<file path="config.mk">
export PLATFORM = sky130hd
export DESIGN_NAME = truth_table_sweeper
export DESIGN_NICKNAME = d
export VERILOG_FILES = /design/src/rtl/truth_sweep_pkg.sv /design/src/rtl/sweep_timer.sv /design/src/rtl/truth_table_sweeper.sv
export SDC_FILE = /design/constraint.sdc
export NUM_CORES = 1
export LEC_CHECK = 0
export ABC_AREA = 0
export CORE_AREA = 3 3 57 59
export DETAILED_ROUTE_END_ITERATION = 6
export DIE_AREA = 0 0 60 62
export PLACE_DENSITY = 0.87
export SYNTH_ARGS = -nofsm -noshare
export SYNTH_HDL_FRONTEND = slang
export SYNTH_HIERARCHICAL = 1
export SYNTH_SLANG_ARGS = --single-unit
export TNS_END_PERCENT = 20
</file>
<file path="constraint.sdc">
create_clock -name clk -period 4.7 [get_ports clk]
set_input_delay 0.94 -clock clk [delete_from_list [all_inputs] [get_ports clk]]
set_output_delay 0.94 -clock clk [all_outputs]
set_load 0.02 [all_outputs]
</file>
<file path="src/rtl/truth_sweep_pkg.sv">
// Shared types and constants for the truth-table sweeper and its timer.
package truth_sweep_pkg;

  typedef enum logic [1:0] {
    ST_IDLE   = 2'd0,
    ST_SETTLE = 2'd1,
    ST_SAMPLE = 2'd2,
    ST_DONE   = 2'd3
  } sweep_state_t;

  localparam int IDX_W = 3;
  localparam int VEC_W = 8;

  // idx 0 lands in the vector MSB so the vector reads like a hex function code.
  function automatic logic [IDX_W-1:0] vec_bit_pos(input logic [IDX_W-1:0] idx);
    return IDX_W'(VEC_W - 1 - int'(idx));
  endfunction

endpackage

</file>
<file path="src/rtl/sweep_timer.sv">
// Loadable down-counter; tc is high while the count is zero.
module sweep_timer #(
  parameter int W = 3
) (
  input  logic         clk,
  input  logic         rst_n,
  input  logic         i_load,
  input  logic [W-1:0] i_load_val,
  output logic         o_tc
);

  logic [W-1:0] r_cnt;

  always_ff @(posedge clk or negedge rst_n) begin
    if (!rst_n) begin
      r_cnt <= '0;
    end else if (i_load) begin
      r_cnt <= i_load_val;
    end else if (r_cnt != '0) begin
      r_cnt <= r_cnt - 1'b1;
    end
  end

  assign o_tc = (r_cnt == '0);

endmodule

</file>
<file path="src/rtl/truth_table_sweeper.sv">
// Drives a 3-input block through all eight input codes, samples its output
// and reports the observed truth vector against a reference code.
//
// Handshake: start is a level request sampled only in IDLE; a high start on an
// IDLE edge is accepted, busy then stays high through the DONE cycle, and done
// is a single-cycle pulse with table_o/match/unstable already valid.
module truth_table_sweeper
  import truth_sweep_pkg::*;
#(
  parameter int                 SETTLE_CYCLES = 4,
  parameter int                 SAMPLES       = 3,
  parameter logic [VEC_W-1:0]   EXPECTED      = 8'hC5
) (
  input  logic             clk,
  input  logic             rst_n,
  input  logic             start,
  input  logic             dut_out,
  output logic             in1,
  output logic             in2,
  output logic             in3,
  output logic             busy,
  output logic             done,
  output logic [VEC_W-1:0] table_o,
  output logic             match,
  output logic             unstable,
  output sweep_state_t     dbg_state
);

  localparam int MAX_CNT = (SETTLE_CYCLES > SAMPLES) ? SETTLE_CYCLES : SAMPLES;
  localparam int TW      = $clog2(MAX_CNT + 1);
  localparam logic [TW-1:0]    SETTLE_LD = TW'(SETTLE_CYCLES - 1);
  localparam logic [TW-1:0]    SAMPLE_LD = TW'(SAMPLES - 1);
  localparam logic [IDX_W-1:0] LAST_IDX  = IDX_W'(VEC_W - 1);

  sweep_state_t     r_state, w_state_nxt;
  logic [IDX_W-1:0] r_idx;
  logic [VEC_W-1:0] r_shadow_vec, w_vec_nxt;
  logic             r_shadow_unst, w_unst_nxt;
  logic             r_first, r_bit, w_bit, w_glitch;
  logic [VEC_W-1:0] r_table;
  logic             r_match, r_unstable;
  logic             w_tmr_load, w_tc;
  logic [TW-1:0]    w_tmr_val;

  sweep_timer #(.W(TW)) u_timer (
    .clk        (clk),
    .rst_n      (rst_n),
    .i_load     (w_tmr_load),
    .i_load_val (w_tmr_val),
    .o_tc       (w_tc)
  );

  always_ff @(posedge clk or negedge rst_n) begin
    if (!rst_n) r_state <= ST_IDLE;
    else        r_state <= w_state_nxt;
  end

  always_comb begin
    w_state_nxt = r_state;
    w_tmr_load  = 1'b0;
    w_tmr_val   = SETTLE_LD;
    case (r_state)
      ST_IDLE: begin
        if (start) begin
          w_state_nxt = ST_SETTLE;
          w_tmr_load  = 1'b1;
        end
      end
      ST_SETTLE: begin
        if (w_tc) begin
          w_state_nxt = ST_SAMPLE;
          w_tmr_load  = 1'b1;
          w_tmr_val   = SAMPLE_LD;
        end
      end
      ST_SAMPLE: begin
        if (w_tc) begin
          if (r_idx == LAST_IDX) begin
            w_state_nxt = ST_DONE;
          end else begin
            w_state_nxt = ST_SETTLE;
            w_tmr_load  = 1'b1;
          end
        end
      end
      ST_DONE: w_state_nxt = ST_IDLE;
      default: w_state_nxt = ST_IDLE;
    endcase
  end

  // The first capture defines the bit; later captures only flag instability.
  always_comb begin
    w_bit      = r_first ? dut_out : r_bit;
    w_glitch   = (r_state == ST_SAMPLE) && !r_first && (dut_out != r_bit);
    w_unst_nxt = r_shadow_unst | w_glitch;
    w_vec_nxt  = r_shadow_vec;
    w_vec_nxt[vec_bit_pos(r_idx)] = w_bit;
  end

  always_ff @(posedge clk or negedge rst_n) begin
    if (!rst_n) begin
      r_idx         <= '0;
      r_shadow_vec  <= '0;
      r_shadow_unst <= 1'b0;
      r_first       <= 1'b0;
      r_bit         <= 1'b0;
      r_table       <= '0;
      r_match       <= 1'b0;
      r_unstable    <= 1'b0;
    end else begin
      case (r_state)
        ST_IDLE: begin
          if (start) begin
            r_idx         <= '0;
            r_shadow_vec  <= '0;
            r_shadow_unst <= 1'b0;
          end
        end
        ST_SETTLE: begin
          if (w_tc) r_first <= 1'b1;
        end
        ST_SAMPLE: begin
          r_shadow_unst <= w_unst_nxt;
          if (r_first) begin
            r_bit   <= dut_out;
            r_first <= 1'b0;
          end
          if (w_tc) begin
            r_shadow_vec <= w_vec_nxt;
            // Results load on the edge entering DONE so they are valid with done.
            if (r_idx == LAST_IDX) begin
              r_table    <= w_vec_nxt;
              r_match    <= (w_vec_nxt == EXPECTED);
              r_unstable <= w_unst_nxt;
            end else begin
              r_idx <= r_idx + 1'b1;
            end
          end
        end
        ST_DONE: r_idx <= '0;
        default: r_idx <= '0;
      endcase
    end
  end

  assign {in1, in2, in3} = r_idx;
  assign busy      = (r_state != ST_IDLE);
  assign done      = (r_state == ST_DONE);
  assign table_o   = r_table;
  assign match     = r_match;
  assign unstable  = r_unstable;
  assign dbg_state = r_state;

endmodule

</file>
==> results.sh, run 1 <==
export IMPL_port_buffers=20
export IMPL_use_met3_pct=6.198
export IMPL_critical_path_cell_chain="clkdlybuf4s50_1"
export IMPL_rsz0062_at_grt="false"
export IMPL_synth_area_leaders="dfrtp_1, o21ai_0, nand2_1"
export IMPL_synth_edff_count=0
export IMPL_ys_ff_latch=29
export IMPL_hp_class="flop to flop"
export IMPL_placed_cell_area_um2=1785
export IMPL_post_cts_buffers=0
export IMPL_crit_type="flop to primary output"
export IMPL_status="finished, final reports clean"
export IMPL_use_met2_pct=32.41
export IMPL_firstDrtPassIters=4
export IMPL_critPathCaptureType="primary output"
export IMPL_worst_slew_pin_slew_ns=0.6768
export IMPL_syn_avg_cell_area_um2=8.841
export IMPL_drive_gt1_share_pct=8.543
export IMPL_synth_yosys_seq_area_share_pct=45.35
export IMPL_place_ws_ns=1.938
export IMPL_irDropWorstVdd_v=0.0003757
export IMPL_power_frac_comb_pct=30.4
export IMPL_yosysWarnings=6
export IMPL_syn2layout_area_growth_pct=15.95
export IMPL_final_hold_violation_count=0
export IMPL_synthSimpleGateAreaFrac_pct=22.75
export IMPL_slew_headroom_pct=54.40
export IMPL_synth_fp_nets=189
export IMPL_power_mw=0.7080
export IMPL_crit_fanout=20
export IMPL_syn_inst=181
export IMPL_synth_cell_types=41
export IMPL_numCtsBuffers=5
export IMPL_cts_resized=0
export IMPL_netlist_area_um2=1600
export IMPL_first_global_vias=1248
export IMPL_holdPathEnd="table_o[7]"
export IMPL_seqPwrFrac_pct=45.3
export IMPL_synth_compound_area_share_pct=18.92
export IMPL_cts_reportedPaths_clkPinSlew_ns=0.09
export IMPL_via_per_inst=5.861
export IMPL_p_clk_share_pct=24.2
export IMPL_slew_viol_final=0
export IMPL_cts_sinks=29
export IMPL_coreArea_um2=2758
export IMPL_critPathTopFamily="flip-flops"
export IMPL_ctsHoldBuffers=0
export IMPL_p_switching_mw=0.2443
export IMPL_drc=0
export IMPL_synth_top_area_share_pct=45.35
export IMPL_hold_path_depth=2
export IMPL_die_area_um2=3720
export IMPL_fill_cells=233
export IMPL_intPower_mw=0.4637
export IMPL_synth_adder_area_share_pct=3.127
export IMPL_r2r_start="u_timer/r_cnt[0]"
export IMPL_period_needed_ns=2.727
export IMPL_grt_max_degree=30
export IMPL_leakage_nw=0.8428
export IMPL_postRouteAntennaNets=0
export IMPL_synthMuxAreaShare_pct=2.658
export IMPL_final_net_count=206
export IMPL_period_share_pct=58.03
export IMPL_p_sw_share_pct=34.50
export IMPL_globalplace_congestion=0.8458
export IMPL_max_stage_delay_ns=0.74
export IMPL_cts_tree="built"
export IMPL_grt_pass1_wl_um=5589
export IMPL_setup_worst_path_start="r_idx[2]"
export IMPL_die_h_um=62
export IMPL_drv_cap=0
export IMPL_final_cell_area_um2=1856
export IMPL_h_tree_depth=2
export IMPL_via_count=1348
export IMPL_antenna_found_initial=0
export IMPL_rr_worst_depth=8
export IMPL_wirelength_um=3263
export IMPL_synth_flop_cell="dfrtp_1"
export IMPL_grt_util_met1_pct=25.62
export IMPL_cp_slowest_cell="dfrtp_1"
export IMPL_crit_arrival_ns=1.79
export IMPL_ios=21
export IMPL_setup_ws_ns=1.973
export IMPL_synth_xor_xnor_area_share_pct=0.5473
export IMPL_report_final_setup_viol=0
export IMPL_drt_iter0_drc=34
export IMPL_clockBufferDepth=2
export IMPL_globalRouteOverflowTotal=0
export IMPL_diodes=0
export IMPL_hold_start="table_o[7]"
export IMPL_power_density_nw_per_um2=381.6
export IMPL_rrSetupSlack_ns=2.46
export IMPL_cp_start_kind="flop"
export IMPL_yosys_area_top_type="dfrtp_1"
export IMPL_grt_usage_pct=20.11
export IMPL_hpwl_um=2401
export IMPL_crit_buf_inv=1
export IMPL_ff_latch_area_um2=725.7
export IMPL_tns_ns=0
export IMPL_initial_core_util_pct=58.03
export IMPL_wl_per_cell_um=14.19
export IMPL_async_flop_share_pct=100.0
export IMPL_maxClockFrequency_ghz=0.3667
export IMPL_synth_top_family_by_area="simple AND/OR/NAND/NOR gates"
export IMPL_busiest_layer="met2"
export IMPL_cts_root_buf="clkbuf_4"
export IMPL_rr_endpoint="u_timer/r_cnt[0]"
export IMPL_clock_latency_ns=0.32
export IMPL_die_w_um=60
export IMPL_skew_ns=0.008889
export IMPL_rows=19
export IMPL_multi_input_area_um2=775.7
export IMPL_required_ns=3.76
[cell usage after synthesis (2+ instances only)]
| master | instances |
|---|---|
| o41ai_1 | 2 |
| mux2_2 | 2 |
| o31ai_1 | 3 |
| o21ai_1 | 3 |
| and3_1 | 3 |
| nand2b_1 | 4 |
| buf_2 | 4 |
| ha_1 | 4 |
| nand3b_1 | 2 |
| inv_1 | 10 |
| nor4b_1 | 2 |
| a22o_1 | 3 |
| clkbuf_1 | 3 |
| or3b_1 | 2 |
| or2_2 | 2 |
| nor2_1 | 9 |
| o21ai_0 | 21 |
| a21oi_1 | 12 |
| buf_4 | 4 |
| mux2i_1 | 2 |
| nand2_1 | 22 |
| nor2b_1 | 6 |
| nand3_1 | 8 |
| a31oi_1 | 2 |
| dfrtp_1 | 29 |
| conb_1 | 2 |
[metal layers]
| metal | vias to the layer above | part of all wire [%] |
|---|---|---|
| met5 | - | 0 |
| met4 | 0 | 1.4 |
| met3 | 5 | 6.5 |
| met2 | 43 | 49 |
| met1 | 633 | 43 |
| li1 | 667 | - |
[worst max-delay path by stage]
stage	endpoint	slack (ns)	depth (start not counted)
after CTS	in1	1.96	1
after global routing	in1	1.88	1
after floorplan	u_timer/r_cnt[0]	2.72	5
after global placement	u_timer/r_cnt[0]	2.12	6
after detailed placement	u_timer/r_cnt[0]	1.94	6
final	in1	1.97	1
[power groups by stage]
stage                     sequential, mW  combinational [mW]  clock (mW)
after floorplan                    0.317               0.154           0
after detailed placement           0.325               0.216           0
after global routing               0.328               0.243       0.183
after CTS                          0.320               0.218       0.176
final                              0.321               0.216       0.172
after global placement             0.322               0.201           0
[through the flow]
step	utilization, %	instances	hold WS [ns]
after floorplan	-	181	0.4600
after global placement	64.75	222	0.4491
after detailed placement	64.75	222	0.4556
after CTS	67.29	230	0.4762
after global routing	67.29	230	0.5117
final	67.29	230	0.4713
[kinds of logic (layout without fill, tap and decap cells)]
family / count (synthesis) / count (layout)
xor+xnor: 1 / 1
compound gates: 51 / 51
other cells: 2 / 2
buf+inv: 21 / 39
simple gates: 69 / 69
mux: 4 / 4
flops: 29 / 29
fa+ha+maj: 4 / 4
[area by class of cell]
class                   count  area share, %
flip-flops and latches     29          39.11
repair buffers             21          11.19
clock inverters             1         0.2697
multi-input cells         131          41.81
clock buffers               7          3.506
well taps                  31          2.090
inverters                  10          2.023
[layout by cell type, fill, tap and decap left out, types with 2 or more instances in the layout]
cell type,n
and3_1,3
a31oi_1,2
or2_2,2
o21ai_0,21
or3b_1,2
clkbuf_4,5
dfrtp_1,29
conb_1,2
inv_1,10
nand3b_1,2
clkdlybuf4s50_1,20
mux2_2,2
nor2b_1,6
mux2i_1,2
nand2_1,22
o31ai_1,3
a21oi_1,12
nand3_1,8
o41ai_1,2
o21ai_1,3
nor4b_1,2
a22o_1,3
nor2_1,9
nand2b_1,4
ha_1,4
clkbuf_8,2
[worst min-delay path: stages, from the launching register on]
cell	delay (ns)
dfrtp_1	0.35
nand2_1	0.05
nand2_1	0.05
[flip-flops by register name (all words and copies together), names as in the netlist]
name           count
r_first            1
match              1
r_bit              1
r_shadow_unst      1
table_o            8
r_idx              3
dbg_state          2
u_timer/r_cnt      3
r_shadow_vec       8
unstable           1
Note: power is estimated with default switching activity, not from simulation.
==> run 2: changes to the inputs <==
CORE_AREA = 3 3 59 61   (was 3 3 57 59)
DIE_AREA = 0 0 62 64   (was 0 0 60 62)
PLACE_DENSITY = 0.82   (was 0.87)
clock period = 2.8 ns   (was 4.7 ns; I/O delays follow)
==> run 2 against run 1 <==
  * Register-to-register slack worse by 1.9 ns
  * Cell count rose by 5.2%
  * Clock skew shrank 0.0020 ns
  * Combinational power grew 68%
  * Critical path depth stayed put
  * Via count up 0.67%
  * Power up 64%
  * Non-clock buffer count stayed put
  * Utilization shrank 6.0 points
  * Die area is 6.7% higher
  * Routed wire length up 3.0%
  * Sequential cell count unchanged
  * Highest routed layer unchanged
==> results.sh, run 2 (same netlist as run 1, synthesis figures left out) <==
export IMPL_globalRouteOverflowTotal=0
export IMPL_critical_path_cell_chain="clkdlybuf4s50_1"
export IMPL_hold_start="table_o[5]"
export IMPL_rsz0062_at_grt="false"
export IMPL_final_net_count=206
export IMPL_r2r_start="u_timer/r_cnt[0]"
export IMPL_diodes=0
export IMPL_die_h_um=64
export IMPL_holdWs_ns=0.4752
export IMPL_status="finished, final reports clean"
export IMPL_numCtsBuffers=5
export IMPL_firstDrtPassIters=4
export IMPL_clockBufferDepth=2
export IMPL_hold_path_depth=2
export IMPL_syn2layout_area_growth_pct=16.03
export IMPL_worst_slew_pin_slew_ns=0.6858
export IMPL_skew_ns=0.006871
export IMPL_globalplace_congestion=0.8383
export IMPL_tns_ns=0
export IMPL_critPathCaptureType="primary output"
export IMPL_post_route_util_pct=61.32
export IMPL_crit_type="flop to primary output"
export IMPL_h_tree_depth=2
export IMPL_via_count=1357
export IMPL_port_buffers=20
export IMPL_post_cts_buffers=0
export IMPL_grt_max_degree=30
export IMPL_slew_headroom_pct=53.80
export IMPL_cts_sinks=29
export IMPL_layout_commonest_cell="dfrtp_1"
export IMPL_ios=21
export IMPL_rows=20
export IMPL_crit_fanout=20
export IMPL_crit_arrival_ns=1.78
export IMPL_clock_latency_ns=0.33
export IMPL_cts_root_buf="clkbuf_4"
export IMPL_hp_class="flop to flop"
export IMPL_antenna_found_initial=0
export IMPL_slew_viol_final=0
export IMPL_drt_iter0_drc=63
export IMPL_first_global_vias=1314
export IMPL_required_ns=2.24
export IMPL_power_density_nw_per_um2=625.3
export IMPL_cp_slowest_cell="dfrtp_1"
export IMPL_drive_gt1_share_pct=7.576
export IMPL_die_area_um2=3968
export IMPL_report_final_setup_viol=0
export IMPL_rr_endpoint="u_timer/r_cnt[1]"
export IMPL_drv_cap=0
export IMPL_crit_buf_inv=1
export IMPL_postRouteAntennaNets=0
export IMPL_max_stage_delay_ns=0.73
export IMPL_grt_usage_pct=19.79
export IMPL_drc=0
export IMPL_hpwl_um=2402
export IMPL_irDropWorstVdd_v=0.0004802
export IMPL_period_share_pct=83.49
export IMPL_cts_resized=0
export IMPL_wl_per_cell_um=13.89
export IMPL_maxClockFrequency_ghz=0.4278
export IMPL_cts_reportedPaths_clkPinSlew_ns=0.08
export IMPL_final_hold_violation_count=0
export IMPL_wirelength_um=3362
export IMPL_cts_tree="built"
export IMPL_rrSetupSlack_ns=0.52
export IMPL_via_per_inst=5.607
export IMPL_grt_pass1_wl_um=5940
export IMPL_cp_start_kind="flop"
export IMPL_ctsHoldBuffers=0
export IMPL_leakage_nw=0.8328
export IMPL_holdPathEnd="table_o[5]"
export IMPL_initial_core_util_pct=52.85
export IMPL_rr_worst_depth=8
export IMPL_layout_common_cells="dfrtp_1, nand2_1, o21ai_0, clkdlybuf4s50_1, a21oi_1"
export IMPL_coreArea_um2=3028
export IMPL_period_needed_ns=2.338
export IMPL_die_w_um=62
export IMPL_critPathTopFamily="flip-flops"
==> run 2: cell types whose count changed in the layout (fill, tap and decap cells not counted), sizes merged <==
cell and change:
clkinv -1
==> run 2: layout make-up <==
type,count,area (um^2)
well taps,44,55.05
clock buffers,7,55.05
inverters,10,37.54
repair buffers,21,207.7
flip-flops and latches,29,725.7
fillers,264,1171
multi-input cells,131,775.7
==> run 2: worst register-to-register path: stages, from the launching register on <==
cell      delay [ns]
dfrtp_1         0.41
inv_1           0.09
ha_1            0.22
nand2b_1        0.11
inv_1           0.28
a21oi_1         0.11
o21ai_0         0.56
inv_1           0.15
a311oi_1        0.25
==> run 2: worst max path at each step <==
| stage | start | endpoint | cells after the start |
|---|---|---|---|
| floorplan | u_timer/r_cnt[0] | u_timer/r_cnt[0] | 9 |
| global placement | start | u_timer/r_cnt[0] | 6 |
| detailed placement | start | u_timer/r_cnt[1] | 6 |
| CTS | r_idx[2] | in1 | 1 |
| global route | u_timer/r_cnt[0] | u_timer/r_cnt[1] | 8 |
| finish | r_idx[2] | in1 | 1 |
==> run 2: per-stage QoR <==
stage          cells  setup slack, ns  area (um^2)  power, mW
3_5_place_dp     235           0.3900         1802     0.9108
5_1_grt          242           0.2681         1857      1.241
3_3_place_gp     235           0.5947         1802     0.8832
4_1_cts          242           0.4609         1857      1.164
6_report         242           0.4623         1857      1.161
2_1_floorplan    181           0.8421         1600     0.7905
==> run 2: layer usage <==
layer	global-route usage (%)	vias up	routed length, um
li1	-	667	-
met3	6.061	2	189
met4	4.775	0	19
met1	26.10	648	1485
met2	31.22	40	1667
met5	0	-	0
==> run 2: power breakdown <==
group	total [mW]	switching [mW]	internal (mW)	leakage [nW]
Clock	0.255	0.137	0.118	0.0314
Combinational	0.362	0.198	0.164	0.443
Sequential	0.544	0.0757	0.468	0.359
